==> config.mk <==
export PLATFORM = sky130hd
export DESIGN_NAME = uart_tx_engine
export DESIGN_NICKNAME = d
export VERILOG_FILES = /design/src/rtl/uart_pkg.sv /design/src/rtl/uart_tx_fifo.sv /design/src/rtl/uart_tx_engine.sv
export SDC_FILE = /design/constraint.sdc
export NUM_CORES = 1
export LEC_CHECK = 0
export CAP_MARGIN = 20
export CORE_MARGIN = 5
export CORE_UTILIZATION = 45
export CTS_BUF_LIST = sky130_fd_sc_hd__clkbuf_16
export CTS_CLUSTER_SIZE = 30
export DETAILED_ROUTE_END_ITERATION = 8
export DONT_BUFFER_PORTS = 1
export PLACE_DENSITY = 0.67
export SKIP_CTS_REPAIR_TIMING = 1
export SLEW_MARGIN = 20
export SYNTH_ARGS = -nofsm -noshare
export SYNTH_HDL_FRONTEND = slang
export SYNTH_SLANG_ARGS = --single-unit
export TNS_END_PERCENT = 5
==> constraint.sdc <==
create_clock -name clk -period 8.45 [get_ports clk]
set_input_delay 2.1125 -clock clk [delete_from_list [all_inputs] [get_ports clk]]
set_output_delay 2.1125 -clock clk [all_outputs]
set_load 0.02 [all_outputs]
==> src/rtl/uart_pkg.sv <==
// uart_pkg: transmitter/receiver state encoding and parity selectors shared by the UART blocks.
package uart_pkg;
  typedef enum logic [2:0] {IDLE, START, DATA, PARITY, STOP} tx_state_t;
  localparam bit PARITY_EVEN = 1'b0;
  localparam bit PARITY_ODD = 1'b1;
endpackage

==> src/rtl/uart_tx_fifo.sv <==
// uart_tx_fifo: synchronous FIFO with async active-low reset; a push while full is dropped even if a pop
// happens in the same cycle. DEPTH must be a power of two so the pointers wrap naturally.
module uart_tx_fifo #(
  parameter int DW = 8,
  parameter int DEPTH = 4,
  localparam int AW = $clog2(DEPTH),
  localparam int LW = $clog2(DEPTH) + 1
) (
  input  logic          clk,
  input  logic          rst_n,
  input  logic          push,
  input  logic [DW-1:0] wdata,
  input  logic          pop,
  output logic [DW-1:0] rdata,
  output logic          full,
  output logic          empty,
  output logic [LW-1:0] level
);
  logic [DW-1:0] mem_q [DEPTH];
  logic [AW-1:0] wr_q, wr_d, rd_q, rd_d;
  logic [LW-1:0] level_q, level_d;
  logic do_push, do_pop;
  always_comb begin
    do_push = push & ~full;
    do_pop = pop & ~empty;
    wr_d = wr_q + AW'(do_push);
    rd_d = rd_q + AW'(do_pop);
    level_d = level_q + LW'(do_push) - LW'(do_pop);
  end
  always_ff @(posedge clk or negedge rst_n) begin
    if (!rst_n) begin
      wr_q <= '0;
      rd_q <= '0;
      level_q <= '0;
    end else begin
      wr_q <= wr_d;
      rd_q <= rd_d;
      level_q <= level_d;
    end
  end
  always_ff @(posedge clk) begin
    if (do_push) mem_q[wr_q] <= wdata;
  end
  assign full = level_q == LW'(DEPTH);
  assign empty = level_q == '0;
  assign level = level_q;
  assign rdata = mem_q[rd_q];
endmodule

==> src/rtl/uart_tx_engine.sv <==
// uart_tx_engine: UART transmitter (start, DATA_BITS LSB first, STOP_BITS stop) fed by a small FIFO.
// Define UART_TX_PARITY_EN to insert a parity bit (even, or odd with PARITY_ODD=1) after the data bits.
module uart_tx_engine #(
  parameter int DATA_BITS = 8,
  parameter int STOP_BITS = 1,
  parameter int CLKS_PER_BIT = 434,
  parameter int FIFO_DEPTH = 4,
  parameter int PARITY_ODD = 0,
  localparam int LW = $clog2(FIFO_DEPTH) + 1
) (
  input  logic                 clk,
  input  logic                 rst_n,
  input  logic [DATA_BITS-1:0] s_data,
  input  logic                 s_valid,
  output logic                 s_ready,
  output logic                 tx,
  output logic                 busy,
  output logic [LW-1:0]        fifo_level
);
  import uart_pkg::*;
  localparam int CW = $clog2(CLKS_PER_BIT);
  if (DATA_BITS < 5 || DATA_BITS > 9 || STOP_BITS < 1 || STOP_BITS > 2 || CLKS_PER_BIT < 2 ||
      PARITY_ODD < 0 || PARITY_ODD > 1 || FIFO_DEPTH < 2 || (FIFO_DEPTH & (FIFO_DEPTH - 1)) != 0) begin : g_bad_param
    $error("uart_tx_engine: illegal parameter set");
  end
  tx_state_t state_q, state_d;
  logic [CW-1:0] cnt_q, cnt_d;
  logic [3:0] bit_q, bit_d;
  logic [DATA_BITS-1:0] shift_q, shift_d, fifo_data;
  logic tx_q, tx_d, pop, fifo_empty, fifo_full, cnt_last;
`ifdef UART_TX_PARITY_EN
  logic par_q, par_d;
`endif
  uart_tx_fifo #(.DW(DATA_BITS), .DEPTH(FIFO_DEPTH)) u_fifo (
    .clk   (clk),
    .rst_n (rst_n),
    .push  (s_valid),
    .wdata (s_data),
    .pop   (pop),
    .rdata (fifo_data),
    .full  (fifo_full),
    .empty (fifo_empty),
    .level (fifo_level)
  );
  assign cnt_last = cnt_q == CW'(CLKS_PER_BIT - 1);
  always_ff @(posedge clk or negedge rst_n) begin
    if (!rst_n) begin
      state_q <= IDLE;
      cnt_q <= '0;
      bit_q <= '0;
      shift_q <= '0;
      tx_q <= 1'b1;
`ifdef UART_TX_PARITY_EN
      par_q <= 1'b0;
`endif
    end else begin
      state_q <= state_d;
      cnt_q <= cnt_d;
      bit_q <= bit_d;
      shift_q <= shift_d;
      tx_q <= tx_d;
`ifdef UART_TX_PARITY_EN
      par_q <= par_d;
`endif
    end
  end
  // bit_q counts data bits in DATA and stop bits in STOP; a pop always restarts at START
  always_comb begin
    state_d = state_q;
    cnt_d = (state_q == IDLE || cnt_last) ? '0 : cnt_q + 1'b1;
    bit_d = bit_q;
    shift_d = shift_q;
    pop = 1'b0;
    unique case (state_q)
      IDLE: pop = ~fifo_empty;
      START: if (cnt_last) state_d = DATA;
      DATA: if (cnt_last) begin
        shift_d = shift_q >> 1;
        bit_d = bit_q + 1'b1;
        if (bit_q == 4'(DATA_BITS - 1)) begin
          bit_d = '0;
`ifdef UART_TX_PARITY_EN
          state_d = PARITY;
`else
          state_d = STOP;
`endif
        end
      end
`ifdef UART_TX_PARITY_EN
      PARITY: if (cnt_last) state_d = STOP;
`endif
      STOP: if (cnt_last) begin
        bit_d = bit_q + 1'b1;
        if (bit_q == 4'(STOP_BITS - 1)) begin
          bit_d = '0;
          state_d = IDLE;
          pop = ~fifo_empty;
        end
      end
      default: state_d = IDLE;
    endcase
    if (pop) begin
      state_d = START;
      shift_d = fifo_data;
      bit_d = '0;
    end
`ifdef UART_TX_PARITY_EN
    par_d = pop ? (^fifo_data) ^ 1'(PARITY_ODD) : par_q;
`endif
  end
  always_comb begin
    tx_d = 1'b1;
    unique case (state_q)
      START: tx_d = 1'b0;
      DATA: tx_d = shift_q[0];
`ifdef UART_TX_PARITY_EN
      PARITY: tx_d = par_q;
`endif
      default: tx_d = 1'b1;
    endcase
  end
  assign tx = tx_q;
  assign s_ready = ~fifo_full;
  assign busy = (state_q != IDLE) | (fifo_level != '0);
endmodule

[Yosys cells after proc, flatten, opt, wreduce, memory -nomap -nowiden]
Memories as Yosys holds them, arrays and structs flattened.
Cells that the tools add are included.
W data, S select, Z words.
Cells by class
  add/sub/neg operators: 6
  equal/unequal tests: 12
  mux-type cells: 23
  bitwise gates (word level): 5
  reduce and logical (&&, ||, !) cells: 12
Operators by type and width (count)
  $mux W8: 3
  $mux W4: 5
  $mux W3: 6
  $ne A3 B2 Y1 const B: 5
  $pmux W3 S4: 1
  $add A9 B1 Y9 const B: 1
  $eq A9 B9 Y1 const B: 1
  $mux W9: 1
  $reduce_bool A3 Y1: 3
  $pmux W4 S2: 1
  $eq A3 B3 Y1 const B: 2
  $logic_not A3 Y1: 2
  $reduce_and A6 Y1: 1
  $add A2 B1 Y2: 2
  $add A4 B1 Y4 const B: 1
  $eq A4 B3 Y1 const B: 1
  $logic_not A4 Y1: 1
  $mux W1: 4
  $pmux W1 S2: 2
  $reduce_bool A2 Y1: 2
  $add A3 B1 Y3: 1
  $eq A3 B1 Y1 const B: 1
  $eq A3 B2 Y1 const B: 1
  $reduce_and A3 Y1: 1
  other kinds (7): 9
Storage, ports and cells
  bits in registers: 32
  memory bits (writable): 32
  input bits: 11
  output and inout port bits: 6
  logic and storage cells: 67
  memories: 1
Memories
  u_fifo.mem_q: words 4, width 8, rd ports 1, clocked after Yosys merged registers in 0, write ports 1, RTL line uart_tx_fifo.sv:19  | logic [DW-1:0] mem_q [DEPTH];

[Logic depth before layout (Yosys ltp)]
Gate-level depths: netlist (run 1).
  word-level depth: 7
  depth in mapped cells: 11
  gate-level depth less buffers: 10

[Modules after synthesis]
A second synthesis (run 1) with hierarchy kept.
Second synthesis, totals
  cell total of the unflattened synthesis: 210
  area total of the unflattened synthesis: 2935.3 µm²
Modules (own cells, without submodules)
  uart_tx_fifo: instances 1, cells an instance 76, area each 1562.7 µm², sequential area each 1136.1 µm²
  uart_tx_engine: instances 1, cells an instance 134, area each 1372.6 µm², sequential area each 626.9 µm²

[Least setup slack after synthesis (run 1)]
OpenSTA, ideal clock, no wires.
  kind: input -> register
  start point: input s_valid
  end point: memory u_fifo.mem_q[1][0] (enable)
  setup time: 0.385 ns
  data arrival time: 2.876 ns
  required time: 8.065 ns
  setup slack: 5.189 ns
  cell stages on the path: 2
  path buffers: 0
  cell sequence: nand2_1 nor3b_1
On the way
  word-level cells in the longest chain between the ends: 3
Ends and longest elaborated chain
  start: declaration: RTL line uart_tx_engine.sv:14  | input logic s_valid,
  $and A1 B1 Y1: RTL line uart_tx_fifo.sv:24  | do_push = push & ~full;
  $mux W1: RTL line uart_tx_fifo.sv:42  | if (do_push) mem_q[wr_q] <= wdata;
  $mux W1 (not written as such): RTL line uart_tx_fifo.sv:42
  end: declaration: RTL line uart_tx_fifo.sv:19
No other way between the ends.

[Worst setup path in the final report (run 1)]
  start point: register state_q[2]
  end point: output busy
On the way
  word-level cells in the longest chain between the ends: 2
Ends and longest elaborated chain
  start: declaration: RTL line uart_tx_engine.sv:26  | tx_state_t state_q, state_d;
  start signal: assignment: RTL line uart_tx_engine.sv:57  | state_q <= state_d;
  $reduce_bool A3 Y1: RTL line uart_tx_engine.sv:124  | assign busy = (state_q != IDLE) | (fifo_level != '0);
  $or A1 B1 Y1: RTL line uart_tx_engine.sv:124
  end: declaration: RTL line uart_tx_engine.sv:17  | output logic busy,
No other way between the ends.

==> reports/qor.txt, run 1 <==
Starting Density - 46.04%
Outcome - completed
Pin count of the biggest net entering global routing - 33
Row Count - 29
DP Wirelength - 3302 um
Post-synthesis sequential area ratio - 60.65%
Max-slew violations - 0
Vias in the first global route - 1609
Number of synthesis warnings - 0
Worst Tran Pin Value - 0.7301 ns
Area of the core - 6314 um^2
Routed via count - 1608
Period utilization - 43.83%
Initial DRT Pass Iterations - 4
Top Family by Delay on Critical Path - simple AND/OR/NAND/NOR gates
H-tree depth - 3
Clock Path Buffers - 2
Worst min-delay path class - reg2reg
Max stage delay cell, worst path - dfrtp_1
PortBufs - 0
Clock skew - 0.004786 ns
Area growth, synth to finish - 12.96%
RSZ-0062 raised after global routing - no
DIE AREA - 8166 um^2
Nets - 229
CP Class - reg2out
Critical path peak fanout - 11
Routability Congestion - 0.7968
Setup TNS - 0 ns
Power density cells - 262.0 nW/um^2
# clock sinks - 64
Clk Latency, worst-skew pair - 0.33 ns
Clock transition at path regs - 0.06 ns
Drt wl/cell - 16.67 um
Post-synthesis register bit count - 64
I/O pins - 17
Synth Flop Type - edfxtp_1
CP Buf/Inv Count - 0
Avg Cell Area, Syn - 14.04 um^2
Detailed router's first-iteration violation count - 86
Peak per-stage delay on the critical path - 0.51 ns
CTS tree - done
Final Setup Violations - 0
Most frequent cells after synthesis - edfxtp_1 (32), dfrtp_1 (31), nor2_1 (17)
Asr flop ratio synth - 50.00%
Syn Inst Count - 207
Final ANT Viol Nets - 0
Die H - 90.37 um
Post-Syn Area - 2907 um^2
Fmax - 0.2700 GHz
Post-synth cell types - 45
GRT Util Overall - 13.11%
Yosys top cell by area - edfxtp_1
Total Routed Length - 4884 um
Fraction of layout cells with a size suffix above 1 - 23.15%
CTS Buf Count - 9
Post-DR vias/cell - 5.488
Leak - 1.265 nW
Peak VDD IR - 142.4 uV
Fillers - 550
Ranking of synthesized cells by area - edfxtp_1 (33%), dfrtp_1 (27%), mux4_2 (6.2%)
Syn nets - 225
Initial antenna violation count - 0
Final hold violations - 0
WP data arrival - 1.59 ns
First-pass GRT wire length - 8273 um
Die width - 90.37 um
Post-synth top area share - 33.06%
Power Total - 860.0 uW
Final min period - 3.704 ns
Worst slew margin - 51.14%
Antenna diodes - 0
Worst path cell trace - nor3_1, nand2_1
DRC - 0
Required time of the critical path - 6.34 ns
Post-synth EDFFs - 32
GRT overflow - 0
Clk root buf - clkbuf_16
Count leader, synth - edfxtp_1
Crit. End Element - primary output
Max Cap Viol - 0
Startpoint Class - flip-flop
[per-stage QoR]
stage | instances | instance area [um^2] | hold slack (ns) | worst slack [ns] | util (%)
3_3_place_gp | 277 | 2968 | 0.5102 | 4.887 | 47.01
3_5_place_dp | 277 | 2973 | 0.5170 | 4.920 | 47.09
5_1_grt | 293 | 3283 | 0.5459 | 4.641 | 52.00
2_1_floorplan | 207 | 2907 | 0.4740 | 5.189 | -
4_1_cts | 293 | 3278 | 0.5242 | 4.733 | 51.92
6_report | 293 | 3283 | 0.5251 | 4.746 | 52.00
[power breakdown]
group          switching (mW)  internal (mW)  total (mW)
combinational          0.0452         0.0325      0.0777
clock                   0.138          0.231       0.369
sequential             0.0375          0.376       0.413
[state kept, by name, indices dropped and copies added, names as in the netlist]
name	flops
u_fifo.wr_q	2
cnt_q	9
u_fifo.mem_q	32
state_q	3
u_fifo.level	3
bit_q	4
shift_q	8
u_fifo.rd_q	2
tx	1
[worst register-to-register path, cell delays in order, from the launching register on]
cell,delay (ns)
dfrtp_1,0.42
inv_1,0.07
ha_1,0.18
or3b_2,0.53
o31ai_4,0.24
nand3_2,0.38
xnor2_1,0.25
ha_1,0.22
fa_1,0.37
xor2_1,0.16
xnor2_1,0.14
[final cells by class]
| cell class | count | area (um^2) | share of cell area (%) |
|---|---|---|---|
| tap | 77 | 96.34 | 2.934 |
| multi-input combinational | 127 | 1085 | 33.04 |
| inverter | 9 | 33.78 | 1.029 |
| clock buffer | 9 | 225.2 | 6.860 |
| clock inverter | 7 | 80.08 | 2.439 |
| sequential | 64 | 1763 | 53.70 |
[cells by family after synthesis]
family	count (synthesis)	synth area share (%)
multiplexers	23	12.48
flip-flops	64	60.65
buffers and inverters	16	2.367
AND/OR/NAND/NOR	66	12.44
XOR/XNOR	14	4.219
adder cells (fa/ha/maj)	7	3.272
AO/OA/AOI/OAI	17	4.563
[layout by cell type, fill, tap and decap left out, types with 4 or more instances in the layout]
master	count
clkbuf_16	9
dfrtp_1	31
edfxtp_1	32
ha_1	6
inv_1	9
mux2_2	10
mux2_4	4
mux4_2	8
nand2_1	10
nand3_1	9
nand4_1	5
nor2_1	17
nor3_1	4
xnor2_1	9
xor2_1	5
[layer usage]
metal,GRT usage (%),up-vias,wire [um]
li1,-,773,-
met2,18.48,21,2214
met5,0,-,0
met4,7.072,0,95
met1,17.99,806,2374
met3,4.083,8,199
[path summary, 6_finish.rpt]
check                           startpoint         endpoint  slack, ns  cells after the start
min in group asynchronous            rst_n         cnt_q[3]       1.48                      0
worst min register to register    cnt_q[0]         cnt_q[0]       0.53                      1
max in group asynchronous            rst_n               tx       6.79                      0
worst min-delay path              cnt_q[0]         cnt_q[0]       0.53                      1
worst max-delay path            state_q[2]             busy       4.75                      2
worst max register to register    bit_q[0]  u_fifo.level[2]       5.37                     10
No activity file was read; power rests on OpenSTA's default activity.
==> run 2: changes to the inputs <==
--- a/config.mk
+++ b/config.mk
@@ -12,7 +12,7 @@
 export CTS_CLUSTER_SIZE = 30
 export DETAILED_ROUTE_END_ITERATION = 8
 export DONT_BUFFER_PORTS = 1
-export PLACE_DENSITY = 0.67
+export PLACE_DENSITY = 0.69
 export SKIP_CTS_REPAIR_TIMING = 1
 export SLEW_MARGIN = 20
 export SYNTH_ARGS = -nofsm -noshare
==> constraint.sdc (replaced) <==
create_clock -name clk -period 3.2 [get_ports clk]
set_input_delay 0.8 -clock clk [delete_from_list [all_inputs] [get_ports clk]]
set_output_delay 0.8 -clock clk [all_outputs]
set_load 0.02 [all_outputs]
==> run 2 against run 1 <==
Against the previous run: sequential share of layout area down 0.20 points; combinational power rose to 2.7 times the previous value; sequential power rose to 2.6 times the previous value; cell count up 1.0%; count of clock-buffer cells in the layout unchanged; global-route usage up 0.53 points; critical path type is now reg2reg.
==> reports/qor.txt, run 2 (synthesized netlist as in run 1, its figures left out) <==
Outcome - completed
Clock transition at path regs - 0.06 ns (about the same)
Power density cells - 691.3 nW/um^2 (+160%)
GRT Util Overall - 13.64% (+0.53 points)
Final Setup Violations - 0 (unchanged)
Row Count - 29 (unchanged)
First-pass GRT wire length - 8549 um (+3.3%)
Critical path peak fanout - 5 (-6)
Area after DPL - 2990 um^2 (+0.59%)
Detailed router's first-iteration violation count - 101 (+17%)
DRC - 0 (unchanged)
Initial DRT Pass Iterations - 4 (unchanged)
I/O pins - 17 (unchanged)
Max FFs per register - 32 (unchanged)
Clk root buf - clkbuf_16
Startpoint Class - flip-flop
Area of the core - 6314 um^2 (unchanged)
Required time of the critical path - 3.40 ns (-2.94 ns)
Period utilization - 83.95%
WP data arrival - 2.89 ns (+1.30 ns)
CTS Buf Count - 9 (unchanged)
Max Cap Viol - 0 (unchanged)
Routed via count - 1630 (+1.4%)
Die width - 90.37 um (unchanged)
Antenna diodes - 0 (unchanged)
Worst slew margin - 53.51% (+2.4 points)
Clock Path Buffers - 2 (unchanged)
Initial antenna violation count - 0 (unchanged)
Top reg by flops - u_fifo.mem_q
Die H - 90.37 um (unchanged)
RSZ-0062 raised after global routing - no
Final hold violations - 0 (unchanged)
Fmax - 0.3722 GHz
Final min period - 2.687 ns
Top Family by Delay on Critical Path - adder cells
H-tree depth - 3 (unchanged)
Peak per-stage delay on the critical path - 0.51 ns (about the same)
Crit. End Element - flip-flop
Reg2Reg Depth - 10 (unchanged)
Flop2flop setup slack - 0.51 ns (-4.86 ns)
Clock skew - 0.003421 ns (-0.001366 ns)
Fraction of layout cells with a size suffix above 1 - 23.29% (+0.14 points)
Largest regs - u_fifo.mem_q x32, cnt_q x9, shift_q x8
Worst path cell trace - inv_1, ha_1, or3b_2, o31ai_4, nand3_2, xnor2_1, ha_1, fa_1, xor2_1, xnor2_1
Worst Tran Pin Value - 0.6948 ns (-0.03531 ns)
Clk Latency, worst-skew pair - 0.33 ns (about the same)
Critical path depth in cells - 10 (+8)
Pin count of the biggest net entering global routing - 33 (unchanged)
# clock sinks - 64 (unchanged)
Design Area, Final - 3296 um^2 (+0.38%)
Commonest non-fill, non-tap cell in the layout - edfxtp_1
Max-slew violations - 0 (unchanged)
Max stage delay cell, worst path - or3b_2
Vias in the first global route - 1676 (+4.2%)
Setup TNS - 0 ns (unchanged)
PortBufs - 0 (unchanged)
Drt wl/cell - 16.79 um (+0.71%)
Leak - 1.277 nW (+0.95%)
Final ANT Viol Nets - 0 (unchanged)
Nets - 232 (+1.3%)
Post-DR vias/cell - 5.507 (+0.34%)
CP Buf/Inv Count - 1 (+1)
Commonest cells after routing, fill and taps aside - edfxtp_1 (32), dfrtp_1 (31), nor2_1 (17)
DP Wirelength - 3409 um (+3.2%)
Routability Congestion - 0.8214 (+3.1%)
Area growth, synth to finish - 13.39%
CP Class - reg2reg
Starting Density - 46.04% (unchanged)
Worst min-delay path class - in2async
CTS tree - done
Total Routed Length - 4969 um (+1.7%)
GRT overflow - 0 (unchanged)
DIE AREA - 8166 um^2 (unchanged)
Peak VDD IR - 571.4 uV (+300%)
## run 2: worst paths after layout
check / from / end
worst max-delay path: bit_q[0] / u_fifo.level[2]
worst min-delay path: rst_n / cnt_q[0]
worst max register to register: bit_q[0] / u_fifo.level[2]
worst min register to register: cnt_q[0] / cnt_q[0]
max in group asynchronous: rst_n / tx
min in group clk: cnt_q[0] / cnt_q[0]
## run 2: power breakdown
group | internal [mW] | switching, mW
clock | 0.610 | 0.371
combinational | 0.0918 | 0.118
sequential | 0.992 | 0.0958
## run 2: per-stage QoR
step	total power, mW	util, %	worst slack [ns]	hold WS [ns]	cells
6_report	2.278	52.20	0.5135	0.1630	296
5_1_grt	2.381	52.20	0.3539	0.1412	296
4_1_cts	2.309	52.20	0.5172	0.1503	296
3_5_place_dp	1.318	47.36	0.5233	0.5053	280
3_3_place_gp	1.309	47.36	0.5742	0.5061	280
2_1_floorplan	1.244	-	0.4905	0.4740	207
## run 2: cell type report
| cell class | count | area (um^2) |
|---|---|---|
| Clock buffer | 9 | 225.2 |
| Timing Repair Buffer | 3 | 22.52 |
| Inverter | 9 | 33.78 |
| Tap cell | 77 | 96.34 |
| Multi-Input combinational cell | 127 | 1075 |
| Fill cell | 551 | 3018 |
| Clock inverter | 7 | 80.08 |
| Sequential cell | 64 | 1763 |
## run 2: worst reg2reg max path, cell delays in order, from the launching register on
cell and delay, ns:
dfrtp_1 0.41, inv_1 0.08, ha_1 0.18, or3b_2 0.51, o31ai_4 0.22, nand3_2 0.12, xnor2_1 0.15, ha_1 0.22
fa_1 0.37, xor2_1 0.16, xnor2_1 0.14
## run 2: metal layers
layer | track usage, % | share of wire, %
met4 | 6.079 | 1.9
met1 | 17.52 | 45
met5 | 0 | 0
met3 | 7.000 | 5.9
met2 | 19.21 | 48
